[src/rtl/z80fi_ir_pkg.sv]
// Shared opcodes, error causes and the R refresh rule for the z80fi I/R reference models.
package z80fi_ir_pkg;

    localparam logic [7:0] OP_PFX_CB = 8'hCB;
    localparam logic [7:0] OP_PFX_DD = 8'hDD;
    localparam logic [7:0] OP_PFX_ED = 8'hED;
    localparam logic [7:0] OP_PFX_FD = 8'hFD;

    // Second byte of the ED-page loads between A and I/R.
    localparam logic [7:0] OP_LDIA = 8'h47;
    localparam logic [7:0] OP_LDRA = 8'h4F;
    localparam logic [7:0] OP_LDAI = 8'h57;
    localparam logic [7:0] OP_LDAR = 8'h5F;

    typedef enum logic [2:0] {
        ERR_NONE  = 3'd0,
        ERR_I_IN  = 3'd1,
        ERR_R_IN  = 3'd2,
        ERR_I_OUT = 3'd3,
        ERR_R_OUT = 3'd4,
        ERR_A_OUT = 3'd5
    } err_code_e;

    // Refresh counts only in the low 7 bits; bit 7 is whatever software last loaded.
    function automatic logic [7:0] r_refresh(input logic [7:0] r, input logic [1:0] m1);
        logic [6:0] low;
        low = r[6:0] + {5'd0, m1};
        return {r[7], low};
    endfunction

endpackage

[src/rtl/z80fi_ir_decode.sv]
// Combinational decode of the four A<->I/R loads and the number of M1 cycles of a retired instruction.
module z80fi_ir_decode
    import z80fi_ir_pkg::*;
(
    input  logic [15:0] insn_i,
    input  logic [2:0]  insn_len_i,
    output logic        is_ldia_o,
    output logic        is_ldra_o,
    output logic        is_ldai_o,
    output logic        is_ldar_o,
    output logic [1:0]  m1_o
);

    logic [7:0] byte0;
    logic [7:0] byte1;
    logic       ed_pair;

    always_comb begin
        byte0     = insn_i[7:0];
        byte1     = insn_i[15:8];
        ed_pair   = (insn_len_i == 3'd2) && (byte0 == OP_PFX_ED);
        is_ldia_o = ed_pair && (byte1 == OP_LDIA);
        is_ldra_o = ed_pair && (byte1 == OP_LDRA);
        is_ldai_o = ed_pair && (byte1 == OP_LDAI);
        is_ldar_o = ed_pair && (byte1 == OP_LDAR);
        m1_o      = ((byte0 == OP_PFX_CB) || (byte0 == OP_PFX_DD) ||
                     (byte0 == OP_PFX_ED) || (byte0 == OP_PFX_FD)) ? 2'd2 : 2'd1;
    end

endmodule

[src/rtl/z80fi_ir_tracker.sv]
// Shadows Z80 I/R across the z80fi retirement stream and flags any retirement whose I/R/A values disagree.
// Outputs are registered one cycle after each valid; accepts a retirement every cycle.
module z80fi_ir_tracker
    import z80fi_ir_pkg::*;
#(
    parameter int COUNT_W = 16,
    parameter bit CHECK_R = 1'b1,
    parameter bit CHECK_A = 1'b1
) (
    input  logic               clk,
    input  logic               reset,
    input  logic               z80fi_valid,
    input  logic [31:0]        z80fi_insn,
    input  logic [2:0]         z80fi_insn_len,
    input  logic [7:0]         z80fi_reg_a_in,
    input  logic [7:0]         z80fi_reg_a_out,
    input  logic [7:0]         z80fi_reg_i_in,
    input  logic [7:0]         z80fi_reg_i_out,
    input  logic [7:0]         z80fi_reg_r_in,
    input  logic [7:0]         z80fi_reg_r_out,
    output logic               synced,
    output logic               err,
    output logic [2:0]         err_code,
    output logic [COUNT_W-1:0] err_count,
    output logic [COUNT_W-1:0] retire_count
);

    logic               synced_q, synced_d;
    logic               err_q, err_d;
    err_code_e          err_code_q, err_code_d;
    logic [COUNT_W-1:0] err_count_q, err_count_d;
    logic [COUNT_W-1:0] retire_count_q, retire_count_d;
    logic [7:0]         shadow_i_q, shadow_i_d;
    logic [7:0]         shadow_r_q, shadow_r_d;

    logic       is_ldia, is_ldra, is_ldai, is_ldar;
    logic [1:0] m1;
    logic [7:0] i_base, r_base, r_inc, exp_i, exp_r;
    logic [4:0] fail;
    err_code_e  first_cause;

    // Only the first two instruction bytes matter for these opcodes.
    logic unused_insn_hi;
    assign unused_insn_hi = ^z80fi_insn[31:16];

    z80fi_ir_decode u_decode (
        .insn_i     (z80fi_insn[15:0]),
        .insn_len_i (z80fi_insn_len),
        .is_ldia_o  (is_ldia),
        .is_ldra_o  (is_ldra),
        .is_ldai_o  (is_ldai),
        .is_ldar_o  (is_ldar),
        .m1_o       (m1)
    );

    always_comb begin
        // On the sync retirement the DUT's own inputs become the reference.
        i_base = synced_q ? shadow_i_q : z80fi_reg_i_in;
        r_base = synced_q ? shadow_r_q : z80fi_reg_r_in;
        r_inc  = r_refresh(r_base, m1);
        exp_i  = is_ldia ? z80fi_reg_a_in : i_base;
        exp_r  = is_ldra ? z80fi_reg_a_in : r_inc;

        fail[0] = synced_q && (z80fi_reg_i_in != shadow_i_q);
        fail[1] = CHECK_R && synced_q && (z80fi_reg_r_in != shadow_r_q);
        fail[2] = (z80fi_reg_i_out != exp_i);
        fail[3] = CHECK_R && (z80fi_reg_r_out != exp_r);
        fail[4] = CHECK_A && ((is_ldai && (z80fi_reg_a_out != i_base)) ||
                              (CHECK_R && is_ldar && (z80fi_reg_a_out != r_inc)));

        if (fail[0])      first_cause = ERR_I_IN;
        else if (fail[1]) first_cause = ERR_R_IN;
        else if (fail[2]) first_cause = ERR_I_OUT;
        else if (fail[3]) first_cause = ERR_R_OUT;
        else if (fail[4]) first_cause = ERR_A_OUT;
        else              first_cause = ERR_NONE;
    end

    always_comb begin
        synced_d       = synced_q;
        err_d          = err_q;
        err_code_d     = err_code_q;
        err_count_d    = err_count_q;
        retire_count_d = retire_count_q;
        shadow_i_d     = shadow_i_q;
        shadow_r_d     = shadow_r_q;

        if (z80fi_valid) begin
            synced_d = 1'b1;
            // Shadow follows the model so one bad retirement is reported once, not forever.
            shadow_i_d = exp_i;
            shadow_r_d = exp_r;
            if (retire_count_q != '1) retire_count_d = retire_count_q + 1'b1;
            if (|fail) begin
                err_d = 1'b1;
                if (err_code_q == ERR_NONE) err_code_d = first_cause;
                if (err_count_q != '1) err_count_d = err_count_q + 1'b1;
            end
        end
    end

    always_ff @(posedge clk) begin
        if (reset) begin
            synced_q       <= 1'b0;
            err_q          <= 1'b0;
            err_code_q     <= ERR_NONE;
            err_count_q    <= '0;
            retire_count_q <= '0;
            shadow_i_q     <= 8'h00;
            shadow_r_q     <= 8'h00;
        end else begin
            synced_q       <= synced_d;
            err_q          <= err_d;
            err_code_q     <= err_code_d;
            err_count_q    <= err_count_d;
            retire_count_q <= retire_count_d;
            shadow_i_q     <= shadow_i_d;
            shadow_r_q     <= shadow_r_d;
        end
    end

    assign synced       = synced_q;
    assign err          = err_q;
    assign err_code     = err_code_q;
    assign err_count    = err_count_q;
    assign retire_count = retire_count_q;

endmodule

[config.mk]
export PLATFORM = sky130hd
export DESIGN_NAME = z80fi_ir_tracker
export DESIGN_NICKNAME = d
export VERILOG_FILES = /design/src/rtl/z80fi_ir_pkg.sv /design/src/rtl/z80fi_ir_decode.sv /design/src/rtl/z80fi_ir_tracker.sv
export SDC_FILE = /design/constraint.sdc
export NUM_CORES = 1
export LEC_CHECK = 0
export ABC_AREA = 1
export CAP_MARGIN = 20
export CORE_MARGIN = 2
export CORE_UTILIZATION = 44
export CTS_CLUSTER_DIAMETER = 80
export DETAILED_ROUTE_END_ITERATION = 7
export PLACE_DENSITY = 0.87
export SKIP_LAST_GASP = 1
export SYNTH_ARGS = -nofsm -noshare
export SYNTH_HDL_FRONTEND = slang
export SYNTH_HIERARCHICAL = 1
export SYNTH_SLANG_ARGS = --single-unit
[constraint.sdc]
create_clock -name clk -period 2.7 [get_ports clk]
set_input_delay 0.27 -clock clk [delete_from_list [all_inputs] [get_ports clk]]
set_output_delay 0.27 -clock clk [all_outputs]
set_load 0.05 [all_outputs]
==> flow_metrics.tcl <==
set metrics [dict create \
    yosysUniqueCellTypes 42 \
    period_share_pct 104 \
    syn-num-nets 789 \
    cp_max_fo 8 \
    layout_setup_ws_ns -0.110 \
    path_clk_slew_ns 0.10 \
    hold_buffers 0 \
    tightest_slew_ns 0.783 \
    io_pins 123 \
    antenna_found_initial 0 \
    finalSetupViolCount 18 \
    cts_tree "built" \
    grt_max_degree 41 \
    clockRootBuffer "clkbuf_8" \
    drc 0 \
    path_delay_family "simple AND/OR/NAND/NOR gates" \
    status "complete, but fails checks" \
    synth_top_area_share_pct 24.7 \
    hpwlAfterDp_um 9200 \
    worstPathRequired_ns 2.95 \
    timing.fmax_mhz 356 \
    drive_gt1_share_pct 18.8 \
    io_buffers 106 \
    maxSlewViolCount 0 \
    cts.sinks 53 \
    grt_first_pass_wirelength_um 20700 \
    viasPerCell 4.99 \
    nets 937 \
    syn-cell-area_mm2 0.00430 \
    overflow 0 \
    ys_warn_count 6 \
    grt_usage_pct 24.4 \
    htreeDepth 2 \
    gp_congestion 0.878 \
    fin_crit_ns 2.81 \
    clock_latency_ns 0.32 \
    slowest_delay_ns 0.21 \
    critPathBufInv 8 \
    area_delta_synth_final_pct 40.9 \
    maxCapViolCount 0 \
    relSlewSlack_pct 47.7 \
    diodes 0 \
    post-route-util_pct 62.9 \
    antenna_left 0 \
    start_util_pct 44.6 \
    firstDrtPassIters 5 \
    synthCells 698 \
    avgSynthCellArea_um2 6.16 \
    cts_buffers 5 \
    violations "negative setup slack" \
    end_kind "flip-flop" \
    power_density_mw_per_mm2 327 \
    cp-start-kind "primary input" \
    dpl.cell_count 960 \
    drt_iter0_markers 234 \
    hold_viol_final 0 \
    yosys_register_bits 53 \
    worstPathArrival_ns 3.06 \
    clk_path_buf_depth 2 \
    path_common_cell "buf_4" \
    skew_ns 0.00853 \
    wirelength_um 12900 \
    p_leak_uw 0.00260 \
    ys_seq_area_share_pct 24.7 \
    fillers 870 \
    vias 4889 \
    synthTopCellsByArea "dfxtp_1, nand2_1, inv_1, nand4_1, a21oi_1" \
    fp.dieW_um 103 \
    rsz0062_at_grt "true" \
    wl_per_cell_um 13.2 \
    dieArea_mm2 0.0106 \
    fp-row-count 36 \
    final_cells 980 \
    ir_drop_uv 291 \
    core_area_mm2 0.00964 \
    worstSetupPathType "in -> reg" \
    die_h_um 103 \
    grt_pass1_vias 4719 \
    hold_path.class "reg -> reg" \
    slowest_stage "nor2_2" \
    yosysTopAreaCell "dfxtp_1" \
]
synth_stat cells (all sizes together):
master and number:
a21boi 2, a21o 1, a21oi 45, a31oi 1, and3 1, buf 9, clkbuf 11, dfxtp 53
fa 1, ha 4, inv 113, nand2 211, nand3 41, nand3b 6, nand4 29, nor2 52
nor3 15, nor3b 5, nor4 4, o211ai 5, o21a 1, o21ai 50, o21bai 1, or2 7
xnor2 13, xor2 17
sequential cells by signal, summed over array words and instances, names as in the netlist:
signal / count
err: 1
err_code: 3
err_count: 16
retire_count: 16
shadow_i_q: 8
shadow_r_q: 8
synced: 1
per-layer routing:
layer	global-route usage, %	share of wire [%]	vias to the layer above
met2	46.3	50	139
met4	7.19	2.2	0
met3	4.81	6.9	28
li1	-	-	2536
met5	0	0	-
met1	27.5	41	2186
through the flow:
step | hold WS [ns] | setup TNS [ns] | area (µm²) | setup slack, ns | total power [µW]
floorplan | 0.449 | -2.85 | 4320 | -0.219 | 1210
global placement | 0.450 | -14.57 | 5750 | -0.790 | 1450
detailed placement | 0.465 | -16.15 | 5750 | -0.870 | 1460
CTS | 0.479 | -1.82 | 6000 | -0.125 | 1970
global route | 0.496 | -5.11 | 6060 | -0.304 | 2090
finish | 0.473 | -1.35 | 6060 | -0.110 | 1980
cell type report:
type                            count  area (µm²)  share of cell area, %
Multi-Input combinational cell    514        2800                   46.2
Clock inverter                      2        17.5                  0.289
Tap cell                          133         166                   2.75
Timing Repair Buffer              159        1500                   24.7
Clock buffer                        6        82.6                   1.36
Inverter                          113         432                   7.12
Sequential cell                    53        1060                   17.6
path summary, 6_finish.rpt:
| path | slack, ns | cells past startpoint | endpoint | startpoint |
|---|---|---|---|---|
| max | -0.11 | 25 | err_count[10] | z80fi_insn[4] |
| min | 0.47 | 2 | err | err |
| max reg2reg | -0.10 | 19 | err_count[10] | synced |
| min reg2reg | 0.47 | 2 | err | err |
report_power, final:
group,switching (µW),internal [µW]
combinational,347,289
clock,292,214
sequential,27.1,812
total,667,1310
kinds of logic (layout without fill, tap and decap cells):
logic type	after synthesis	in the layout	synth area share (%)
xor+xnor	30	30	6.11
buf+inv	133	280	12.9
fa+ha+maj	5	5	1.63
compound gates	106	106	14.7
simple gates	371	373	40.0
flops	53	53	24.7
worst min-delay path, cell delays in order, from the launching register on:
cell and delay (ns):
dfxtp_1 0.33, inv_1 0.05, a21oi_1 0.05
layout by cell type, fill, tap and decap left out, types with 7 or more instances in the layout:
cell | Yosys | layout
nor2_2 | 3 | 8
inv_2 | 2 | 7
xor2_1 | 17 | 17
nand2_1 | 194 | 183
inv_1 | 110 | 104
o21ai_0 | 35 | 31
clkdlybuf4s50_1 | 0 | 97
nor3_1 | 15 | 14
nand2_2 | 17 | 26
buf_4 | 1 | 48
a21oi_2 | 8 | 8
dfxtp_1 | 53 | 52
nor2_1 | 46 | 40
nand4_1 | 29 | 29
a21oi_1 | 36 | 36
nand3_1 | 36 | 34
or2_2 | 7 | 7
o21ai_1 | 7 | 8
o21ai_2 | 8 | 11
xnor2_1 | 13 | 13
what timing repair did:
item | CTS | global route
setup buffers | 8 | 1
gates resized for setup | 60 | 18
gates cloned | 3 | 0
pin swaps | 34 | 10
setup endpoints to repair | 20 | 20
No activity file was read; power rests on OpenSTA's default activity.
